<file path="src/rtl/alu_pkg.sv">
// alu_pkg: opcodes, FSM state and command record shared by the ALU command sequencer.
// Latency: n/a (types and constants only).
// Backpressure: n/a.
package alu_pkg;

  localparam logic [1:0] OP_ADD = 2'b00;
  localparam logic [1:0] OP_SUB = 2'b01;
  localparam logic [1:0] OP_MUL = 2'b10;
  localparam logic [1:0] OP_DOT = 2'b11;

  typedef enum logic [1:0] {
    IDLE  = 2'd0,
    ISSUE = 2'd1,
    RESP  = 2'd2
  } state_t;

  // Opcode and operands of one command. The tag width is a parameter of the
  // sequencer, so the tag is concatenated above this record in the FIFO word.
  typedef struct packed {
    logic [1:0] sel;
    logic [1:0] x;
    logic [1:0] y;
  } cmd_t;

endpackage

</file>
<file path="src/rtl/alu_cmd_fifo.sv">
// alu_cmd_fifo: synchronous FIFO for sequencer commands.
// Latency: a pushed word is visible at the head one cycle after the push (no bypass).
// Backpressure: push is ignored when full, pop is ignored when empty; full/empty come from registered pointers.
// Ports: clk/rst; push/push_data write side; pop/pop_data read side (pop_data is the head);
//        full, empty and count (occupancy, 0..DEPTH) status.
module alu_cmd_fifo #(
  parameter int DEPTH = 4,
  parameter int WIDTH = 8
) (
  input  logic                     clk,
  input  logic                     rst,
  input  logic                     push,
  input  logic [WIDTH-1:0]         push_data,
  input  logic                     pop,
  output logic [WIDTH-1:0]         pop_data,
  output logic                     full,
  output logic                     empty,
  output logic [$clog2(DEPTH):0]   count
);

  localparam int AW = $clog2(DEPTH);

  logic [WIDTH-1:0] mem [DEPTH];
  logic [AW:0]      wr_ptr;
  logic [AW:0]      rd_ptr;
  logic             do_push;
  logic             do_pop;

  assign do_push = push && !full;
  assign do_pop  = pop && !empty;

  // The extra pointer bit tells a full FIFO (wrap bits differ) from an empty one.
  assign empty    = (wr_ptr == rd_ptr);
  assign full     = (wr_ptr[AW] != rd_ptr[AW]) && (wr_ptr[AW-1:0] == rd_ptr[AW-1:0]);
  assign count    = wr_ptr - rd_ptr;
  assign pop_data = mem[rd_ptr[AW-1:0]];

  always_ff @(posedge clk) begin
    if (rst) begin
      wr_ptr <= '0;
      rd_ptr <= '0;
    end else begin
      if (do_push) wr_ptr <= wr_ptr + 1'b1;
      if (do_pop)  rd_ptr <= rd_ptr + 1'b1;
    end
  end

  // Storage needs no reset: only entries between the pointers are ever read.
  always_ff @(posedge clk) begin
    if (do_push) mem[wr_ptr[AW-1:0]] <= push_data;
  end

endmodule

</file>
<file path="src/rtl/alu_cmd_sequencer.sv">
// alu_cmd_sequencer: buffers ALU commands, issues them one at a time, returns tagged results in order.
// Latency: command accepted at edge N -> res_valid after edge N+2 (empty FIFO, FSM idle); 2 cycles/result sustained.
// Backpressure: cmd_ready = !full; a stalled result holds the FSM in RESP and lets the FIFO fill.
// Ports: cmd_* command input (valid/ready), alu_* drive/receive the external ALU,
//        res_* tagged result output (valid/ready), busy = work pending anywhere.
module alu_cmd_sequencer
  import alu_pkg::*;
#(
  parameter int DEPTH = 4,
  parameter int TAG_W = 2
) (
  input  logic             clk,
  input  logic             rst,
  input  logic             cmd_valid,
  output logic             cmd_ready,
  input  logic [1:0]       cmd_sel,
  input  logic [1:0]       cmd_x,
  input  logic [1:0]       cmd_y,
  input  logic [TAG_W-1:0] cmd_tag,
  output logic [1:0]       alu_x,
  output logic [1:0]       alu_y,
  output logic [1:0]       alu_sel,
  output logic             alu_en,
  input  logic [3:0]       alu_out,
  output logic             res_valid,
  input  logic             res_ready,
  output logic [3:0]       res_data,
  output logic [1:0]       res_op,
  output logic [TAG_W-1:0] res_tag,
  output logic             busy
);

  localparam int WORD_W = TAG_W + $bits(cmd_t);

  state_t                 state;
  cmd_t                   in_cmd;
  cmd_t                   head_cmd;
  logic [TAG_W-1:0]       head_tag;
  logic [TAG_W-1:0]       tag_q;
  logic [WORD_W-1:0]      fifo_rd_data;
  logic                   fifo_full;
  logic                   fifo_empty;
  logic                   fifo_pop;
  logic [$clog2(DEPTH):0] fifo_count;

  assign in_cmd = '{sel: cmd_sel, x: cmd_x, y: cmd_y};
  assign {head_tag, head_cmd} = fifo_rd_data;

  // Pop exactly when the FSM loads the head: from IDLE, or straight out of
  // RESP on the result handshake so back-to-back commands skip IDLE.
  assign fifo_pop = !fifo_empty &&
                    ((state == IDLE) || ((state == RESP) && res_ready));

  alu_cmd_fifo #(
    .DEPTH (DEPTH),
    .WIDTH (WORD_W)
  ) u_fifo (
    .clk       (clk),
    .rst       (rst),
    .push      (cmd_valid),
    .push_data ({cmd_tag, in_cmd}),
    .pop       (fifo_pop),
    .pop_data  (fifo_rd_data),
    .full      (fifo_full),
    .empty     (fifo_empty),
    .count     (fifo_count)
  );

  assign cmd_ready = !fifo_full;
  assign busy      = (state != IDLE) || (fifo_count != '0);

  always_ff @(posedge clk) begin
    if (rst) begin
      state     <= IDLE;
      alu_x     <= '0;
      alu_y     <= '0;
      alu_sel   <= '0;
      alu_en    <= 1'b0;
      tag_q     <= '0;
      res_valid <= 1'b0;
      res_data  <= '0;
      res_op    <= '0;
      res_tag   <= '0;
    end else begin
      case (state)
        IDLE: begin
          if (!fifo_empty) begin
            alu_x   <= head_cmd.x;
            alu_y   <= head_cmd.y;
            alu_sel <= head_cmd.sel;
            tag_q   <= head_tag;
            alu_en  <= 1'b1;
            state   <= ISSUE;
          end
        end
        ISSUE: begin
          // Operands have been stable for the whole cycle; alu_sel is the opcode.
          res_data  <= alu_out;
          res_op    <= alu_sel;
          res_tag   <= tag_q;
          res_valid <= 1'b1;
          alu_en    <= 1'b0;
          state     <= RESP;
        end
        RESP: begin
          if (res_ready) begin
            res_valid <= 1'b0;
            if (!fifo_empty) begin
              alu_x   <= head_cmd.x;
              alu_y   <= head_cmd.y;
              alu_sel <= head_cmd.sel;
              tag_q   <= head_tag;
              alu_en  <= 1'b1;
              state   <= ISSUE;
            end else begin
              state <= IDLE;
            end
          end
        end
        default: begin
          state  <= IDLE;
          alu_en <= 1'b0;
        end
      endcase
    end
  end

endmodule

</file>
<file path="config.mk">
export PLATFORM = sky130hd
export DESIGN_NAME = alu_cmd_sequencer
export DESIGN_NICKNAME = d
export VERILOG_FILES = /design/src/rtl/alu_pkg.sv /design/src/rtl/alu_cmd_fifo.sv /design/src/rtl/alu_cmd_sequencer.sv
export SDC_FILE = /design/constraint.sdc
export NUM_CORES = 1
export LEC_CHECK = 0
export BUFFER_PORTS_ARGS = -buffer_cell sky130_fd_sc_hd__buf_4
export CAP_MARGIN = 20
export CORE_ASPECT_RATIO = 0.9
export CORE_UTILIZATION = 56
export DETAILED_ROUTE_END_ITERATION = 8
export HOLD_SLACK_MARGIN = 0.05
export PLACE_DENSITY = 0.76
export SYNTH_ARGS = -nofsm -noshare
export SYNTH_HDL_FRONTEND = slang
export SYNTH_SLANG_ARGS = --single-unit
</file>
<file path="constraint.sdc">
create_clock -name clk -period 2.5 [get_ports clk]
set_input_delay 0.125 -clock clk [delete_from_list [all_inputs] [get_ports clk]]
set_output_delay 0.125 -clock clk [all_outputs]
set_load 0.01 [all_outputs]
</file>
==> results.md <==
| Item | Reported | Unit |
| --- | --- | --- |
| Result of the run | complete, no violations | - |
| Fin crit period | 2.08 | ns |
| Sum of negative setup slack | 0 | ns |
| Clock tree from TritonCTS | done | - |
| Total global-route track usage | 24.7 | % |
| Normalized max-slew margin | 47.5 | % |
| Transition time at the pin with the least slew margin | 0.781 | ns |
| Number of core rows | 22 | - |
| Areal power density over the cells | 995 | mW/mm² |
| Combined area of all synthesized cells | 0.00255 | mm² |
| Period Utilization, post-route | 83.1 | % |
| First-pass GRT wire length | 8490 | µm |
| Input/output buffers | 33 | - |
| Unique masters post-synth | 35 | - |
| Predominant post-synthesis flop cell | sky130_fd_sc_hd__edfxtp_1 | - |
| Number of buffers on the longest clock path | 2 | - |
| Clock sink count | 60 | - |
| Most used cells in the layout excluding fill and tap cells | sky130_fd_sc_hd__buf_4 (37), sky130_fd_sc_hd__edfxtp_1 (32), sky130_fd_sc_hd__dfxtp_1 (28) | - |
| Placement-stage worst setup slack | 0.458 | ns |
| Synthesized-area fraction occupied by xor and xnor cells | 0.686 | % |
| Initial DRC Count | 127 | - |
| Leading cell type in the layout, fill and taps excluded | sky130_fd_sc_hd__buf_4 | - |
| Biggest area consumer among synthesized cells | sky130_fd_sc_hd__edfxtp_1 | - |
| Master cell of the clock root buffer | sky130_fd_sc_hd__clkbuf_8 | - |
| Vias in the first global route | 1803 | - |
| Critical path, cell by cell | inv_1 -> ha_1 -> and2_1 -> a21boi_0 -> buf_4 -> and2_1 | - |
| Cell types occupying the most area after synthesis | sky130_fd_sc_hd__edfxtp_1 (38%), sky130_fd_sc_hd__dfxtp_1 (22%), sky130_fd_sc_hd__mux4_2 (7.1%), sky130_fd_sc_hd__ha_1 (3.4%), sky130_fd_sc_hd__nand2_1 (3.1%) | - |
| Die extent in x | 73.2 | µm |
| Number of nets in the synthesized netlist | 227 | - |
| Required time of the critical path | 2.48 | ns |
| Async S/R FF share, synth | 0 | % |
| Core area | 0.00421 | mm² |
| Fin. Hold Viols | 0 | - |
| Clock-pin slew on the worst setup and hold paths | 0.06 | ns |
| Crit path setup slack, layout | 0.422 | ns |
| Setup-violating endpoint count in the final report | 0 | - |
| Number of gates resized after CTS | 0 | - |
| Clock latency on the worst-skew pair | 0.32 | ns |
| Number of nets with antenna violations after detailed routing | 0 | - |
| Peak clock frequency supported by timing | 481 | MHz |
| Gp weighted congestion | 0.779 | - |
| Area share of the largest cell type after synthesis | 37.6 | % |
| Type of the most critical hold path | input pin to flop | - |
| Net count, final | 271 | - |
| Drt wl/cell | 16.2 | µm |
| Post-CTS Setup Inserts | 0 | - |
| Share of the synthesized area in compound gates (AO/OA/AOI/OAI) | 10.9 | % |
| Antenna fix cells | 0 | - |
| Number of instances in the synthesized netlist | 204 | - |
| Number of vias per cell after detailed routing | 5.80 | - |
| Maximum fanout encountered on the critical timing path | 8 | - |
| Data arrival at the endpoint of the critical path | 2.06 | ns |
| Min-Delay Path Depth | 2 | - |
| P&R area growth vs syn | 23.0 | % |
| Number of flip-flops and latches in the synthesized netlist | 60 | - |
| Warnings, synthesis | 0 | - |
| Cell leakage power | 1.17 | nW |
| Worst vdd ir | 564 | µV |
| Maximum number of pins on one net before global-route repair | 23 | - |
| Sequential share of the synthesized area | 59.6 | % |
| DRC violations left | 0 | - |
| Crit-path slowest cell | sky130_fd_sc_hd__dfxtp_1 | - |
| H-Tree Level Count | 3 | - |
| Fraction of the mapped netlist area in simple logic gates | 12.2 | % |
| Count of maximum capacitance violations | 0 | - |
| Post-synthesis mux area share | 9.21 | % |
| Syn Area/Cell | 12.5 | µm² |
| Combined area of the multi-input logic cells | 932 | µm² |
| RSZ-0062 raised after global routing | no | - |
| Final Slew Violations | 0 | - |
| Critical Path Most Common Cell | sky130_fd_sc_hd__and2_1 | - |
| Length of the first detailed-routing pass in iterations | 4 | - |
| Number of buffers inserted during clock tree synthesis | 9 | - |
| Highest cell delay on the worst timing path | 0.38 | ns |
| I/O pin cnt | 34 | - |
| Clock skew | 0.00572 | ns |
| Crit end category | flop | - |
| Initial antenna violation count | 0 | - |
| Startpoint type of the worst setup path | flop | - |
| Dominant combinational cell family by area after synthesis | simple AND/OR/NAND/NOR gates | - |
| Number of flops mapped to enable cells by yosys | 32 | - |
| Footprint of the flip-flops and latches | 0.00152 | mm² |
| Initial Util | 60.6 | % |
| WS Path Type | flop to flop | - |
| Fill cell instance count of the final layout | 279 | - |
| WL final | 5080 | µm |
| Fraction of layout instances using a drive strength above 1 | 25.3 | % |
| Synth Area in Adders | 3.43 | % |
| HPWL Detailed | 3610 | µm |
| Total vias in the final route | 1814 | - |
| Overflow after GRT | 0 | - |
| Full die area | 0.00483 | mm² |
| Register-to-Register Path Depth | 6 | - |
| Die Y | 66.1 | µm |
layer usage:
layer / global-route usage, % / vias up / part of all wire [%]
met5: 0 / - / 0
met4: 10.0 / 0 / 1.4
met3: 8.08 / 9 / 5.8
met2: 37.8 / 77 / 47
met1: 32.4 / 877 / 45
li1: - / 851 / -
area by class of cell:
| type | count | area share, % |
|---|---|---|
| Multi-Input combinational cell | 121 | 29.7 |
| Sequential cell | 60 | 48.4 |
| Clock inverter | 2 | 1.12 |
| Inverter | 7 | 0.837 |
| Clock buffer | 14 | 4.86 |
| Timing Repair Buffer | 49 | 12.7 |
| Tap cell | 60 | 2.39 |
report_power, final:
group,internal [W],switching [W],leakage (nW)
clock,0.000488,0.000327,0.0947
combinational,0.000445,0.000449,0.552
sequential,0.00122,0.000199,0.523
total,0.00215,0.000975,1.17
logic make-up after synthesis:
family,count (synthesis)
AO/OA/AOI/OAI,38
XOR/XNOR,2
adder cells (fa/ha/maj),7
buffers and inverters,23
flip-flops,60
multiplexers,13
AND/OR/NAND/NOR,61
sequential cells by signal, summed over array words and instances (netlist names), named ones only:
name	cells
tag_q	2
state	2
res_data	4
u_fifo.mem	32
u_fifo.rd_ptr	3
u_fifo.wr_ptr	3
alu_sel	2
alu_y	2
alu_en	1
alu_x	2
res_tag	2
res_valid	1
res_op	2
critical path, delay by kind of cell, from the launching register on:
kind                       cells  cell delay (ns)
AOI/OAI and AO/OA              1             0.19
adders and majority gates      1             0.31
buffers and inverters          2             0.29
and+or+nand+nor                2             0.55
DFF                            1             0.38
synth_stat cells, drive strengths merged (2+ instances only):
cell type and n:
mux2 4, dfxtp 28, nand4 8, nand3 8
nor3 2, clkbuf 9, ha 7, o211ai 8
o21a 2, nor2 6, edfxtp 32, nand2b 3
o2111ai 9, o21ai 2, nor2b 5, and2 6
a21oi 11, nand2 21, inv 7, mux4 8
buf 7
what timing repair did:
item | 4_1_cts | 5_1_grt
endpoints found under the setup margin | 0 | 0
hold buffers | 12 | 0
endpoints found under the hold margin | 36 | 0
final timing paths:
path               startpoint          endpoint  slack [ns]
max          u_fifo.wr_ptr[0]  u_fifo.mem[0][1]        0.42
min                       rst        res_tag[1]        0.15
max reg2reg  u_fifo.wr_ptr[0]  u_fifo.mem[0][1]        0.42
min reg2reg       res_data[1]       res_data[1]        0.46
per-stage QoR:
step                      utilization [%]  area (µm²)  cells  power, W  hold WS [ns]
after floorplan                         -        2550    204   0.00198         0.224
after global placement               67.3        2830    285   0.00226         0.330
final                                74.6        3140    313   0.00313         0.146
after detailed placement             67.3        2830    285   0.00231         0.335
after CTS                            74.6        3140    313   0.00314         0.124
after global routing                 74.6        3140    313   0.00330         0.162
No activity file was read; power rests on OpenSTA's default activity.
